==> config.mk <==
export PLATFORM = sky130hd
export DESIGN_NAME = led_pattern_seq_flat
export DESIGN_NICKNAME = d
export VERILOG_FILES = /design/src/rtl/led_pattern_seq_if.sv /design/src/rtl/led_pattern_seq.sv /design/src/flat_wrapper.sv
export SDC_FILE = /design/constraint.sdc
export NUM_CORES = 1
export LEC_CHECK = 0
export ABC_AREA = 1
export CAP_MARGIN = 30
export CORE_ASPECT_RATIO = 0.6
export CORE_MARGIN = 2
export CORE_UTILIZATION = 61
export DETAILED_ROUTE_END_ITERATION = 10
export PLACE_DENSITY = 0.79
export SYNTH_ARGS = -nofsm -noshare
export SYNTH_HDL_FRONTEND = slang
export SYNTH_SLANG_ARGS = --single-unit
==> constraint.sdc <==
create_clock -name clk -period 2.3 [get_ports clk]
set_input_delay 0.46 -clock clk [delete_from_list [all_inputs] [get_ports clk]]
set_output_delay 0.46 -clock clk [all_outputs]
set_load 0.03 [all_outputs]
==> src/rtl/led_pattern_seq_if.sv <==
// led_pattern_seq_if: mode/burst control in, LED enable and busy status out
interface led_pattern_seq_if;
    logic [1:0] mode;
    logic       burst_req;
    logic       data_out;
    logic       busy;
    modport master (output mode, burst_req, input data_out, busy);
    modport slave (input mode, burst_req, output data_out, busy);
endinterface

==> src/rtl/led_pattern_seq.sv <==
// led_pattern_seq: status LED on/off pattern (off, steady, slow/fast blink) with one-shot flash bursts
module led_pattern_seq #(
    parameter int TICK_DIV    = 100000,
    parameter int SLOW_HALF   = 500,
    parameter int FAST_HALF   = 100,
    parameter int FLASH_HALF  = 150,
    parameter int FLASH_COUNT = 3
) (
    input logic clk,
    input logic rst_n,
    led_pattern_seq_if.slave bus
);
    localparam int MAX_HALF = SLOW_HALF > FAST_HALF ? (SLOW_HALF > FLASH_HALF ? SLOW_HALF : FLASH_HALF)
                                                    : (FAST_HALF > FLASH_HALF ? FAST_HALF : FLASH_HALF);
    localparam int PW = $clog2(TICK_DIV);
    localparam int HW = $clog2(MAX_HALF) + 1;
    localparam int CW = $clog2(FLASH_COUNT) + 1;
    typedef enum logic [1:0] {PATTERN, BURST_ON, BURST_OFF} state_t;
    state_t        state;
    logic [PW-1:0] pre;
    logic [HW-1:0] ph;
    logic [HW-1:0] half;
    logic [CW-1:0] cnt;
    logic [1:0]    mode_q;
    logic          phase;
    logic          tick;
    logic          ph_end;
    always_comb begin
        tick   = pre == PW'(TICK_DIV - 1);
        half   = state != PATTERN ? HW'(FLASH_HALF) : bus.mode[0] ? HW'(FAST_HALF) : HW'(SLOW_HALF);
        ph_end = tick && ph == half - 1'b1;
    end
    always_ff @(posedge clk or negedge rst_n) begin
        if (!rst_n) begin
            state        <= PATTERN;
            pre          <= '0;
            ph           <= '0;
            cnt          <= '0;
            mode_q       <= 2'b00;
            phase        <= 1'b0;
            bus.data_out <= 1'b0;
            bus.busy     <= 1'b0;
        end else begin
            mode_q <= bus.mode;
            pre    <= tick ? '0 : pre + 1'b1;
            ph     <= ph_end ? '0 : tick ? ph + 1'b1 : ph;
            case (state)
                PATTERN:
                    if (bus.burst_req) begin
                        state        <= BURST_ON;
                        bus.busy     <= 1'b1;
                        bus.data_out <= 1'b1;
                        cnt          <= '0;
                        pre          <= '0;
                        ph           <= '0;
                    end else if (bus.mode != mode_q) begin
                        pre          <= '0;
                        ph           <= '0;
                        phase        <= 1'b1;
                        bus.data_out <= |bus.mode;
                    end else begin
                        phase        <= phase ^ ph_end;
                        bus.data_out <= bus.mode[1] ? phase ^ ph_end : bus.mode[0];
                    end
                BURST_ON:
                    if (ph_end) begin
                        state        <= BURST_OFF;
                        bus.data_out <= 1'b0;
                    end
                BURST_OFF:
                    if (ph_end && cnt == CW'(FLASH_COUNT - 1)) begin
                        // leaving the burst restarts the pattern exactly like a mode change
                        state        <= PATTERN;
                        bus.busy     <= 1'b0;
                        pre          <= '0;
                        ph           <= '0;
                        phase        <= 1'b1;
                        bus.data_out <= |bus.mode;
                    end else if (ph_end) begin
                        state        <= BURST_ON;
                        cnt          <= cnt + 1'b1;
                        bus.data_out <= 1'b1;
                    end
                default: state <= PATTERN;
            endcase
        end
    end
endmodule

==> src/flat_wrapper.sv <==
// flat-port wrapper written by rule: the top's interface ports become plain ports
module led_pattern_seq_flat 
#(
    parameter int TICK_DIV    = 100000,
    parameter int SLOW_HALF   = 500,
    parameter int FAST_HALF   = 100,
    parameter int FLASH_HALF  = 150,
    parameter int FLASH_COUNT = 3
)
  (clk, rst_n, bus_mode, bus_burst_req, bus_data_out, bus_busy);
  led_pattern_seq_if bus_i ();
  input logic clk;
  input logic rst_n;
  input wire logic [$bits(bus_i.mode)-1:0] bus_mode;
  input wire logic [$bits(bus_i.burst_req)-1:0] bus_burst_req;
  output wire logic [$bits(bus_i.data_out)-1:0] bus_data_out;
  output wire logic [$bits(bus_i.busy)-1:0] bus_busy;
  assign bus_i.mode = bus_mode;
  assign bus_i.burst_req = bus_burst_req;
  assign bus_data_out = bus_i.data_out;
  assign bus_busy = bus_i.busy;
  led_pattern_seq #(.TICK_DIV(TICK_DIV), .SLOW_HALF(SLOW_HALF), .FAST_HALF(FAST_HALF), .FLASH_HALF(FLASH_HALF), .FLASH_COUNT(FLASH_COUNT)) u_core (.clk(clk), .rst_n(rst_n), .bus(bus_i));
endmodule
Yosys cells after proc, flatten, opt, wreduce, memory -nomap -nowiden
Index checks and enable logic that the tools add are counted.
- register bits: 37
- word-level logic and storage cells: 74
- add/sub/neg operators: 4
- eq/ne operators: 13
- muxes and demuxes: 36
- bitwise gates (word level): 1
- reductions and logical operators: 12
- operator list (cell ; number):
    $mux W17 ; 4
    $mux W10 ; 6
    $pmux W17 S2 ; 1
    $pmux W10 S2 ; 1
    $add A17 B1 Y17 const B ; 1
    $eq A17 B17 Y1 const B ; 1
    $reduce_and A3 Y1 ; 4
    $mux W1 ; 11
    $add A10 B1 Y10 const B ; 1
    $eq A10 B10 Y1 ; 1
    $sub A10 B1 Y10 const B ; 1
    $mux W3 ; 3
    $mux W9 ; 1
    $mux W2 ; 4
    $ne A2 B1 Y1 const B ; 3
    $ne A2 B2 Y1 const B ; 3
    $pmux W2 S3 ; 1
    $pmux W3 S2 ; 1
    $pmux W1 S2 ; 2
    $reduce_and A4 Y1 ; 1
    $reduce_bool A2 Y1 ; 2
    $add A3 B1 Y3 const B ; 1
    $eq A3 B2 Y1 const B ; 1
    $ne A3 B1 Y1 const B ; 1
    9 further kinds ; 10

Depth between registers and ports, before layout
Gate-level depths: netlist of the first run.
- word-level depth: 10
- mapped depth: 14
- depth with buffers taken out: 14

Worst setup path after synthesis of the first run
Ideal clock, no wire load.
- path kind: reg2reg
- start point: reg u_core.state[0]
- end point: reg u_core.cnt[2]
- setup time: 117 ps
- data arrival time: 1566 ps
- data required time: 2183 ps
- path slack: 617 ps
- cell stages (with the launch flop): 10
- cell sequence: dfrtp_1 > inv_1 > ha_1 > nor2_1 > nor2_1 > nand2_1 > o21ai_4 > nand2_2 > nor2_1 > nor2_1
- word-level cells in the longest chain between the ends: 8
- ends and longest elaborated chain (what ; RTL line ; RTL):
    from (decl) ; led_pattern_seq.sv:19 ; state_t state;
    from (signal assigned) ; led_pattern_seq.sv:35 ; state <= PATTERN;
    from (signal assigned) ; led_pattern_seq.sv:50 ; state <= BURST_ON;
    from (signal assigned) ; led_pattern_seq.sv:67 ; state <= BURST_OFF;
    $reduce_bool A2 Y1 ; led_pattern_seq.sv:30 ; half = state != PATTERN ? HW'(FLASH_HALF) : bus.mode[0] ? HW'(FAST_HALF) : HW'(SLOW_HALF);
    $mux W10 ; led_pattern_seq.sv:30 ;
    $sub A10 B1 Y10 ; led_pattern_seq.sv:31 ; ph_end = tick && ph == half - 1'b1;
    $eq A10 B10 Y1 ; led_pattern_seq.sv:31 ;
    $logic_and A1 B1 Y1 ; led_pattern_seq.sv:31 ;
    $logic_and A1 B1 Y1 ; led_pattern_seq.sv:71 ; if (ph_end && cnt == CW'(FLASH_COUNT - 1)) begin
    $ne A2 B2 Y1 (no source line) ; -- ;
    $reduce_and A4 Y1 (no source line) ; -- ;
    to (signal assigned) ; led_pattern_seq.sv:81 ; cnt <= cnt + 1'b1;
    to (decl) ; led_pattern_seq.sv:23 ; logic [CW-1:0] cnt;
Parallel ways exist; a longest one is shown, timed or not.
A chain may end at the register's enable or synchronous reset.

Worst setup path after layout of the first run
- start point: in bus_mode[0]
- end point: reg u_core.phase
- word-level cells in the longest chain between the ends: 9
- ends and longest elaborated chain (what ; RTL line ; RTL):
    from (decl) ; flat_wrapper.sv:14 ; input wire logic [$bits(bus_i.mode)-1:0] bus_mode;
    $mux W9 ; led_pattern_seq.sv:30 ;
    $mux W10 ; led_pattern_seq.sv:30 ;
    $sub A10 B1 Y10 ; led_pattern_seq.sv:31 ;
    $eq A10 B10 Y1 ; led_pattern_seq.sv:31 ;
    $logic_and A1 B1 Y1 ; led_pattern_seq.sv:31 ;
    $xor A1 B1 Y1 ; led_pattern_seq.sv:62 ; phase <= phase ^ ph_end;
    $mux W1 ; led_pattern_seq.sv:56 ; end else if (bus.mode != mode_q) begin
    $mux W1 ; led_pattern_seq.sv:49 ; if (bus.burst_req) begin
    $pmux W1 S2 ; led_pattern_seq.sv:47 ; case (state)
    to (signal assigned) ; led_pattern_seq.sv:62 ;
    to (decl) ; led_pattern_seq.sv:25 ; logic phase;
Parallel ways exist; a longest one is shown, timed or not. The select of a mux whose other input is x is not followed.

==> impl_metrics.json, run 1 <==
{
  "status": "completed",
  "intPower_mw": 1.179,
  "synth_compound_area_frac": 0.1126,
  "fin_crit_ps": 1993,
  "cp_max_fo": 4,
  "leakage_nw": 1.132,
  "finalSetupViolCount": 0,
  "gr-total-overflow": 0,
  "firstDrtPassIters": 5,
  "synth_cells": 300,
  "p_comb_frac": 0.397,
  "area_delta_synth_final_pct": 8.755,
  "crit_path_end_kind": "register",
  "yosysSeqAreaShare": 0.4024,
  "drt_iter0_drc": 191,
  "cts_setup_buffers": 0,
  "fp-row-count": 17,
  "root_buffer": "clkbuf_8",
  "hold_buffers": 0,
  "cts.path.max_buffers": 2,
  "via_per_inst": 5.321,
  "vdd_drop_max_uv": 822.8,
  "fin_skew_ps": 1.781,
  "tns_ps": 0,
  "max_freq_mhz": 501.7,
  "clockPowerShare": 0.229,
  "synth_top_family_by_area": "simple AND/OR/NAND/NOR gates",
  "io_pins": 7,
  "muxShareOfSynthArea": 0.004350,
  "finalCritPeriodShare": 0.8666,
  "cts-htree-levels": 2,
  "rsz0062_at_grt": "no",
  "cts.sinks": 37,
  "drc": 0,
  "nets": 328,
  "yosysUniqueCellTypes": 35,
  "slew_violations": 0,
  "wl_per_cell_um": 13.31,
  "yosys.area_share.xor_xnor": 0.01903,
  "drt_wl_total_um": 4804,
  "ant_nets": 0,
  "numCtsBuffers": 5,
  "avgSynthCellArea_sq_um": 7.670,
  "synth_area_sq_um": 2301,
  "grt_max_degree": 38,
  "track_usage": 0.2514,
  "die_x_um": 83.29,
  "tightestPinTransition_ps": 817.3,
  "power-per-cell-area_nw_per_um2": 803.8,
  "cts.clk_slew.worst_paths_ps": 80,
  "syn-num-nets": 315,
  "yosys.area_share.simple": 0.3225,
  "via_count": 1921,
  "grt_antenna_before_repair": 0,
  "ys.warnings.count": 0,
  "post_cts_resized": 0,
  "dp_hpwl_um": 3737,
  "insertion_delay_ps": 300,
  "hold_viol_final": 0,
  "num_antenna_cells": 0,
  "die-area_sq_um": 4296,
  "tritoncts": "done",
  "ys_ff_latch": 37,
  "design.core.area_sq_um": 3637,
  "slew_headroom": 0.4551,
  "grt_pass1_vias": 1805,
  "rrSetupSlack_ps": 330,
  "worstPathArrival_ps": 2190,
  "cp-start-kind": "primary input",
  "die_y_um": 51.58,
  "place_congestion": 0.8634,
  "required_ps": 2490,
  "max_cap_viol_count": 0,
  "sequentialPowerShare": 0.374,
  "grt_first_pass_wirelength_um": 8321,
  "total_power_mw": 2.011,
  "hp-class": "primary input to async pin",
  "p_sw_frac": 0.4140,
  "io_buffers": 6,
  "drive_gt1_frac": 0.1401,
  "synth_fa_ha_area_frac": 0.05438,
  "critPathKind": "primary input to register",
  "initial_utilization": 0.6326,
  "switchingPower_mw": 0.8327
}
==> placed cells by master, fill, tap and decap left out, types with 4 or more instances in the layout <==
cell type	n
clkbuf_8	5
nor2_2	7
nor2_1	37
nand2_2	7
nand4_1	7
dfrtp_1	37
clkdlybuf4s50_1	5
nor4_1	4
inv_2	8
xor2_1	5
inv_1	40
o21ai_1	7
o21ai_0	5
nor3_1	7
ha_1	10
a21oi_1	16
nor2_4	4
nand3_1	18
nand2_1	57
==> final cells by class <==
type	count	area (sq um)
Clock buffer	5	68.82
Clock inverter	3	22.52
Fill cell	322	1135
Inverter	49	183.9
Multi-Input combinational cell	213	1180
Sequential cell	37	925.9
Tap cell	47	58.81
Timing Repair Buffer	7	62.56
==> power groups by stage <==
stage / clock, mW / sequential [mW] / combinational (mW)
6_report: 0.462 / 0.752 / 0.798
5_1_grt: 0.496 / 0.759 / 0.912
4_1_cts: 0.475 / 0.752 / 0.799
3_5_place_dp: 0 / 0.765 / 0.792
3_3_place_gp: 0 / 0.761 / 0.776
2_1_floorplan: 0 / 0.775 / 0.559
==> cell usage after synthesis (all sizes together) <==
cell	instances	area share
nand4	7	0.019
buf	1	0.0049
a22oi	1	0.0033
o31ai	1	0.0033
o211a	1	0.0044
nand2	66	0.12
xor2	5	0.019
a21boi	1	0.0033
nor2	48	0.099
o21ai	15	0.041
o21a	2	0.0065
a211oi	3	0.0098
clkinv	1	0.0016
dfrtp	37	0.40
and3	1	0.0027
nand3	18	0.039
nor4	4	0.011
ha	10	0.054
a21oi	17	0.039
nand3b	1	0.0033
inv	48	0.078
mux2i	1	0.0044
or2	1	0.0027
a31oi	1	0.0027
nor3	9	0.024
==> logic make-up (layout without fill, tap and decap cells) <==
kind of cell             count (synthesis)  after routing
adder cells (fa/ha/maj)                 10             10
multiplexers                             1              1
XOR/XNOR                                 5              5
AO/OA/AOI/OAI                           42             42
AND/OR/NAND/NOR                        155            155
buffers and inverters                   50             64
flip-flops                              37             37
==> through the flow <==
stage	std cells	instance area (sq um)	util	hold WS, ps	setup WS [ps]
finish	361	2502	0.6880	251.5	306.8
global route	361	2502	0.6880	322.4	80.21
CTS	361	2502	0.6880	277.2	338.3
detailed placement	353	2411	0.6629	457.2	24.53
global placement	353	2411	0.6629	452.7	108.8
floorplan	300	2301	-	164.4	616.8
==> per-layer routing <==
layer | up-vias | global-route usage | share of wire
met4 | 0 | 0.08470 | 0.0098
met5 | - | 0 | 0
met3 | 6 | 0.06349 | 0.072
met1 | 868 | 0.3930 | 0.54
li1 | 990 | - | -
met2 | 57 | 0.3347 | 0.38
==> flip-flops by register name (all words and copies together), names as in the netlist <==
signal	flops
u_core.pre	17
u_core.ph	10
u_core.cnt	3
u_core.mode_q	2
u_core.state	2
u_core.bus.busy	1
u_core.bus.data_out	1
u_core.phase	1
==> worst max-delay path, stage by stage <==
cell	delay [ps]
clkdlybuf4s50_1	530
inv_2	70
nand2_1	100
nor2_1	60
nor2_1	100
nand2_1	70
nor2_2	190
nand4_1	160
nand2_1	160
nand2_1	90
o21ai_1	140
inv_1	50
==> final timing paths <==
path | start | endpoint | cells after the start
hold reg to reg | u_core.pre[0] | u_core.pre[0] | 1
setup reg to reg | u_core.state[0] | u_core.phase | 12
hold / removal | rst_n | u_core.pre[10] | 1
setup / recovery | bus_mode[0] | u_core.phase | 12
max in group asynchronous | rst_n | u_core.ph[6] | 1
min in group clk | u_core.pre[0] | u_core.pre[0] | 1
Power figures use the tool's default switching activity.
==> run 2, diff against run 1 <==
- GPL_TIMING_DRIVEN: unset -> 1
==> results of run 2 <==
Final layout, timing and power as in run 1 (identical DEF).
==> run 3, diff against run 2 <==
- CTS_CLUSTER_SIZE: unset -> 25
- MAX_ROUTING_LAYER: unset -> met4
==> run 3 against run 2 <==
  * Clock-buffer cell count unchanged
  * Power is 10% higher
  * Cell count stayed put
  * Register-to-register slack lost 60 ps
  * Sequential power about the same
  * Design area up 1.7%
  * Sequential share of layout area fell by 0.62 points
==> impl_metrics.json, run 3 (same netlist as run 1, synthesis figures left out) <==
{
  "grt_max_degree": 38,
  "cp_max_fo": 4,
  "numCtsBuffers": 5,
  "fin_crit_ps": 2028,
  "place_congestion": 0.9653,
  "die_x_um": 83.29,
  "max_freq_mhz": 493.1,
  "worstPathArrival_ps": 2220,
  "critPathKind": "register to register",
  "die_y_um": 51.58,
  "design.core.area_sq_um": 3637,
  "cp_slowest_cell": "dfrtp_1",
  "die-area_sq_um": 4296,
  "drt_iter0_drc": 181,
  "tns_ps": 0,
  "slew_headroom": 0.4577,
  "fin_ws_ps": 272.2,
  "gr-total-overflow": 0,
  "num_antenna_cells": 0,
  "firstDrtPassIters": 4,
  "dp_hpwl_um": 3639,
  "finalCritPeriodShare": 0.8817,
  "area_delta_synth_final_pct": 10.60,
  "cts.path.max_buffers": 2,
  "hp-class": "primary input to async pin",
  "initial_utilization": 0.6326,
  "via_per_inst": 5.382,
  "ff2ff_path_depth": 12,
  "status": "completed",
  "vdd_drop_max_uv": 808.5,
  "largest_reg_flops": 17,
  "slew_violations": 0,
  "rrSetupSlack_ps": 270,
  "cts.sinks": 37,
  "nets": 328,
  "fillers": 303,
  "via_count": 1943,
  "cts_setup_buffers": 0,
  "insertion_delay_ps": 290,
  "hold_viol_final": 0,
  "tightestPinTransition_ps": 813.5,
  "track_usage": 0.2648,
  "final_common_cell": "nand2_1",
  "multi_input_area_sq_um": 1180,
  "io_pins": 7,
  "dp_slack_ps": 94.41,
  "reg_top3": "u_core.pre (17), u_core.ph (10), u_core.cnt (3)",
  "power-per-cell-area_nw_per_um2": 869.9,
  "grt_pass1_vias": 1819,
  "max_cap_viol_count": 0,
  "rr_startpoint": "u_core.state[0]",
  "io_buffers": 6,
  "leakage_nw": 1.164,
  "seq_area_sq_um": 925.9,
  "cp-start-kind": "register",
  "critPathMaxStageDelay_ps": 410,
  "path_cells": "inv_1, ha_1, nand2_1, inv_1, o21ai_0, nand3_1, nor2_4, nand4_1, nand2_1, nand2_1, o21ai_1, inv_1",
  "drt_wl_total_um": 4833,
  "finalSetupViolCount": 0,
  "grt_antenna_before_repair": 0,
  "top_register": "u_core.pre",
  "hold_buffers": 0,
  "post_cts_resized": 0,
  "cts-htree-levels": 2,
  "timing.rr.end": "u_core.phase",
  "required_ps": 2490,
  "tritoncts": "done",
  "crit_path_end_kind": "register",
  "ant_nets": 0,
  "drc": 0,
  "wl_per_cell_um": 13.39,
  "mostFrequentLayoutCells": "57 x nand2_1, 40 x inv_1, 37 x nor2_1, 37 x dfrtp_1, 18 x nand3_1",
  "rsz0062_at_grt": "no",
  "root_buffer": "clkbuf_8",
  "grt_first_pass_wirelength_um": 8431,
  "cts.clk_slew.worst_paths_ps": 80,
  "fp-row-count": 17,
  "drive_gt1_frac": 0.1401,
  "fin_skew_ps": 6.212
}
-- run 3: final cells by class --
type | count | area share
Clock buffer | 5 | 0.02704
Clock inverter | 3 | 0.02557
Inverter | 49 | 0.07227
Multi-Input combinational cell | 213 | 0.4636
Sequential cell | 37 | 0.3638
Tap cell | 47 | 0.02311
Timing Repair Buffer | 7 | 0.02458
-- run 3: routing by layer --
metal  part of all wire  wire [um]  up-vias  GRT usage
li1                   -          -      996          -
met1               0.53       2544      883     0.3859
met2               0.39       1904       59     0.3602
met3              0.071        345        5    0.07619
met4             0.0081         39        0    0.07650
met5                  0          0        -          -
-- run 3: worst max-delay path by stage --
stage / startpoint / endpoint / slack (ps) / cells after the start
3_3_place_gp: bus_mode[0] / u_core.pre[16] / 200 / 11
6_report: u_core.state[0] / u_core.phase / 270 / 12
4_1_cts: u_core.state[0] / u_core.phase / 310 / 12
3_5_place_dp: bus_mode[0] / u_core.phase / 90 / 12
5_1_grt: u_core.state[0] / u_core.phase / 80 / 12
2_1_floorplan: u_core.state[0] / u_core.cnt[2] / 620 / 9
-- run 3: per-stage QoR --
step,hold slack (ps),power (mW),utilization,instance area (sq um),instances
6_report,250.0,2.214,0.6997,2545,361
5_1_grt,323.3,2.368,0.6997,2545,361
4_1_cts,281.1,2.223,0.6997,2545,361
3_5_place_dp,446.1,1.551,0.6629,2411,353
3_3_place_gp,447.7,1.528,0.6629,2411,353
2_1_floorplan,164.4,1.334,-,2301,300
-- run 3: power breakdown --
part / switching [mW] / internal, mW / total [mW]
combinational: 0.526 / 0.258 / 0.784
clock: 0.246 / 0.431 / 0.676
sequential: 0.0429 / 0.710 / 0.753
-- run 3: critical path, delay by kind of cell (launching register included) --
kind / cells / cell delay (ps)
AO/OA/AOI/OAI: 2 / 220
AND/OR/NAND/NOR: 6 / 820
adder cells (fa/ha/maj): 1 / 250
buffers and inverters: 3 / 220
flip-flops: 1 / 410
